--- src/rtl/zc_freq_det_pkg.sv ---
// Shared types and helpers for the zero-crossing frequency detector.
package zc_freq_det_pkg;

  typedef enum logic [2:0] {SEARCH, ARM0, HIGH0, ARMED, HIGH} state_t;

  // Returns {high, low}; both clear means the sample lies inside the hysteresis band.
  function automatic logic [1:0] thr_cmp(input longint sample, input longint hyst);
    return {sample >= hyst, sample <= -hyst};
  endfunction

endpackage

--- src/rtl/period_to_freq.sv ---
// Registered conversion of a measured period (clk cycles) into an NCO frequency code.
module period_to_freq #(
  parameter int unsigned PERIOD_WIDTH = 20,
  parameter int unsigned PHI_WIDTH    = 8,
  parameter int unsigned FREQ_WIDTH   = 8
) (
  input  logic                    clk,
  input  logic                    rst_n,
  input  logic                    in_vld,
  input  logic [PERIOD_WIDTH-1:0] period,
  output logic [FREQ_WIDTH-1:0]   freq,
  output logic                    out_vld
);

  logic [PERIOD_WIDTH-1:0] step;
  logic [PERIOD_WIDTH-1:0] step_m1;
  logic [FREQ_WIDTH-1:0]   freq_d;

  always_comb begin
    step    = period >> PHI_WIDTH;
    step_m1 = step - PERIOD_WIDTH'(1);
    freq_d  = '1;
    if (step == '0) begin
      freq_d = '1;
    end else if (|(step_m1 >> FREQ_WIDTH)) begin
      // Slower than the NCO can go: clamp to the lowest code.
      freq_d = '0;
    end else begin
      freq_d = ~FREQ_WIDTH'(step_m1);
    end
  end

  always_ff @(posedge clk or negedge rst_n) begin
    if (!rst_n) begin
      freq    <= '0;
      out_vld <= 1'b0;
    end else begin
      out_vld <= in_vld;
      if (in_vld) begin
        freq <= freq_d;
      end
    end
  end

endmodule

--- src/rtl/zc_freq_det.sv ---
// Zero-crossing pitch detector: times rising hysteresis crossings and emits an NCO freq code.
module zc_freq_det
  import zc_freq_det_pkg::*;
#(
  parameter int unsigned WIDTH        = 24,
  parameter int unsigned DEPTH        = 256,
  parameter int unsigned FREQ_WIDTH   = 8,
  parameter int unsigned PERIOD_WIDTH = 20,
  parameter int unsigned HYST         = 1024,
  parameter int unsigned MAX_PERIOD   = (32'd1 << PERIOD_WIDTH) - 32'd1
) (
  input  logic                    clk,
  input  logic                    rst_n,
  input  logic                    en,
  input  logic                    in_vld,
  input  logic signed [WIDTH-1:0] in_wav,
  output logic [PERIOD_WIDTH-1:0] period,
  output logic [FREQ_WIDTH-1:0]   freq,
  output logic                    out_vld,
  output logic                    locked
);

  localparam int unsigned PHI_WIDTH = $clog2(DEPTH);

  state_t                  state;
  logic [PERIOD_WIDTH-1:0] cnt;
  logic                    meas;
  logic [1:0]              lvl;
  logic                    is_low;
  logic                    is_high;
  logic                    counting;
  logic                    timeout;

  assign lvl      = thr_cmp(longint'(in_wav), longint'(HYST));
  assign is_low   = lvl[0];
  assign is_high  = lvl[1];
  assign counting = state inside {HIGH0, ARMED, HIGH};
  assign timeout  = counting && (cnt == PERIOD_WIDTH'(MAX_PERIOD));

  always_ff @(posedge clk or negedge rst_n) begin
    if (!rst_n) begin
      state  <= SEARCH;
      cnt    <= '0;
      period <= '0;
      meas   <= 1'b0;
      locked <= 1'b0;
    end else begin
      meas <= 1'b0;
      // Timeout outranks any crossing seen on the same cycle.
      if (!en || timeout) begin
        state  <= SEARCH;
        cnt    <= '0;
        locked <= 1'b0;
      end else begin
        if (counting) begin
          cnt <= cnt + PERIOD_WIDTH'(1);
        end
        if (meas) begin
          locked <= 1'b1;
        end
        if (in_vld) begin
          unique case (state)
            SEARCH: if (is_low) state <= ARM0;
            ARM0: begin
              if (is_high) begin
                state <= HIGH0;
                cnt   <= '0;
              end
            end
            HIGH0: if (is_low) state <= ARMED;
            ARMED: begin
              if (is_high) begin
                state  <= HIGH;
                cnt    <= '0;
                period <= cnt + PERIOD_WIDTH'(1);
                meas   <= 1'b1;
              end
            end
            HIGH: if (is_low) state <= ARMED;
            default: state <= SEARCH;
          endcase
        end
      end
    end
  end

  period_to_freq #(
    .PERIOD_WIDTH(PERIOD_WIDTH),
    .PHI_WIDTH   (PHI_WIDTH),
    .FREQ_WIDTH  (FREQ_WIDTH)
  ) u_p2f (
    .clk    (clk),
    .rst_n  (rst_n),
    .in_vld (meas),
    .period (period),
    .freq   (freq),
    .out_vld(out_vld)
  );

endmodule

--- config.mk ---
export PLATFORM = sky130hd
export DESIGN_NAME = zc_freq_det
export DESIGN_NICKNAME = d
export VERILOG_FILES = /design/src/rtl/zc_freq_det_pkg.sv /design/src/rtl/period_to_freq.sv /design/src/rtl/zc_freq_det.sv
export SDC_FILE = /design/constraint.sdc
export NUM_CORES = 1
export LEC_CHECK = 0
export BUFFER_PORTS_ARGS = -buffer_cell sky130_fd_sc_hd__buf_2
export CAP_MARGIN = 30
export CORE_MARGIN = 3
export CORE_UTILIZATION = 51
export DETAILED_ROUTE_END_ITERATION = 10
export PLACE_DENSITY = 0.79
export SYNTH_ARGS = -nofsm -noshare
export SYNTH_HDL_FRONTEND = slang
export SYNTH_HIERARCHICAL = 1
export SYNTH_SLANG_ARGS = --single-unit
--- constraint.sdc ---
create_clock -name clk -period 5.7 [get_ports clk]
set_clock_uncertainty 0.2 [all_clocks]
set_input_delay 1.14 -clock clk [delete_from_list [all_inputs] [get_ports clk]]
set_output_delay 1.14 -clock clk [all_outputs]
set_load 0.01 [all_outputs]
==> results.txt <==
Vias per Instance - 5.545
CTS Buffer Depth - 2
top-area cell type share of the netlist area - 42.60%
die outline height - 84.86 µm
Critical path origin - state[2]$_DFFE_PN0P_
clk sinks - 54
Worst R2R Start - state[2]$_DFFE_PN0P_
layout cell share with drive strength beyond 1 - 29.17%
Critical Path Start Type - register
Avg WL per Cell - 14.59 µm
final net count - 389
n_diodes - 0
Register-to-Register Path Depth - 6
critical path class - register to register
Final Cell Area - 3600 µm²
# DRC - 0
RSZ-0062 raised after global routing - no
worst-skew pair later-pin latency - 0.31 ns
final period utilization - 53.92%
P&R area growth vs syn - 13.49%
result of the run - finished, final reports clean
r2r setup slk - 2.63 ns
TNS Setup - 0 ns
CTS H-Tree Depth - 2
vias in the first global route - 2292
Final Hold Vio Count - 0
I/O pins - 58
EDFF count, synth - 0
max_slew headroom - 53.71%
Peak VDD IR - 0.1051 mV
CP Data Required Time - 5.71 ns
GPL Wtd Cong - 0.8295
Post-Route WL - 6348 µm
Worst setup EP type - register
overall routing resource usage - 18.20%
die area - 7201 µm²
IO Port Bufs - 57
synthesis-stage register bit count - 54
DP Area - 3495 µm²
Yosys top cell by area - dfrtp_1
post-synthesis area per instance - 10.33 µm²
initial drt markers - 116
total number of vias - 2412
Cell variety after synth - 55
Worst Tran Pin Value - 0.6903 ns
hold path depth - 2
cts bufs inserted - 5
Worst-path clk slew - 0.10 ns
cts hold-fix bufs - 0
Worst Hold Class - register to register
pin count of the biggest net entering global routing - 55
Die Wd - 84.86 µm
CTS root buffer - clkbuf_8
syn_nets - 337
Slew Limit Fails - 0
CTS tree - yes
synth warn - 6
dpl hpwl - 4610 µm
TritonRoute pass-1 iters - 4
area of the core - 5956 µm²
Finish-stage setup viols - 0
GR Overflow Total - 0
Rows - 28
Starting Density - 53.26%
CP arrival - 3.08 ns
CTS resizes - 0
cell leakage power - 1.674 nW
Most used DFF post-synth - dfrtp_1
max cap viols - 0
antenna-violating nets left - 0
top cells by area, synth - dfrtp_1, mux2_4, xnor2_1, nor2_1, xor2_1
sequential fraction of the synthesis area - 42.60%
critical-path maximum fanout - 15
asr flop ratio synth - 100.0%
HP Start - locked$_DFFE_PN0P_
Tmin final - 3.074 ns
Setup Buffers After CTS - 0
Min-Delay Endpoint - locked$_DFFE_PN0P_
reg2reg end - period[7]$_DFFE_PN0P_
PD cells - 191.8 nW/µm²
Max Clock Freq - 325.3 MHz
Mapped Area - 3172 µm²
initial antenna violation count - 0
first-pass GRT wire length - 10690 µm
post-synthesis instance total - 307
-- through the flow --
step                setup slack (ns)  util [%]  power [W]  std cells  hold WS (ns)
global placement               2.680     58.68  0.0004595        427        0.2920
global route                   2.418     60.44  0.0007202        435        0.3328
CTS                            2.619     60.44  0.0007011        435        0.3197
floorplan                      3.168         -  0.0004318        307        0.1727
finish                         2.626     60.44  0.0006904        435        0.3132
detailed placement             2.619     58.68  0.0004618        427        0.2952
-- critical path, cell delays in order (launching register included) --
cell      delay (ns)
dfrtp_1         0.52
nand2b_1        0.28
a21boi_2        0.61
o41ai_4         0.22
nor3_4          0.44
buf_4           0.36
mux2_4          0.33
-- final cells by class --
class	instances	area, µm²
fill	524	2356
timing repair buffer	60	307.8
inverter	10	37.54
tap	75	93.84
clock buffer	7	96.34
sequential	54	1351
multi-input combinational	228	1704
clock inverter	1	8.758
-- how the worst max path moves through the flow --
stage | slack (ns) | to
final | 2.63 | period[7]$_DFFE_PN0P_
after global routing | 2.42 | period[5]$_DFFE_PN0P_
after CTS | 2.62 | period[11]$_DFFE_PN0P_
after detailed placement | 2.62 | period[7]$_DFFE_PN0P_
after global placement | 2.68 | period[7]$_DFFE_PN0P_
after floorplan | 3.17 | period[10]$_DFFE_PN0P_
-- cell families (layout without fill, tap and decap cells) --
kind of cell               Yosys count  after routing  synth area share (%)
DFF                                 54             54                 42.60
xor gates and xnor gates            40             40                 11.05
and+or+nand+nor                    125            125                 22.17
buffers and inverters               25             78                 3.866
muxes                               20             20                 9.191
AOI/OAI and AO/OA                   41             41                 10.34
adders and majority gates            2              2                0.7888
-- sequential cells by signal, summed over array words and instances (netlist names) --
register and count:
meas 1, cnt 20, period 20, u_p2f/out_vld 1
u_p2f/freq 8, state 3, locked 1
-- per-layer routing --
| layer | GRT usage [%] | share of wire [%] |
|---|---|---|
| met1 | 23.63 | 46 |
| met2 | 30.39 | 48 |
| met3 | 4.466 | 4.5 |
| met4 | 5.180 | 1.5 |
| met5 | 0 | 0 |
-- synthesized netlist by cell type, types with 5 or more instances --
cell       number
nor3_1          9
nor4_1         10
mux2_4         18
nand2_1        11
nor2_1         46
buf_2           5
dfrtp_1        54
nand4_1        10
nand3_1        10
xnor2_1        25
inv_1          10
o2111ai_1       5
clkbuf_1        7
xor2_1         15
o21ai_1        10
-- cells in the final DEF (no fill, tap or decap), types with 7 or more instances in the layout --
| master | synthesis | final |
|---|---|---|
| o21ai_1 | 10 | 10 |
| nor4_1 | 10 | 10 |
| nand3_1 | 10 | 10 |
| inv_1 | 10 | 10 |
| mux2_4 | 18 | 18 |
| nor3_1 | 9 | 9 |
| nand2_1 | 11 | 11 |
| nand4_1 | 10 | 10 |
| nor2_1 | 46 | 46 |
| xnor2_1 | 25 | 25 |
| xor2_1 | 15 | 15 |
| dfrtp_1 | 54 | 54 |
| buf_2 | 5 | 57 |
| clkbuf_8 | 0 | 7 |
-- where the power goes --
part           total [W]  internal [W]  switching, W
Sequential      0.000396      0.000389    0.00000698
Combinational  0.0000574     0.0000227     0.0000347
Clock           0.000237      0.000111      0.000125
(Power assumes the default switching activity.)
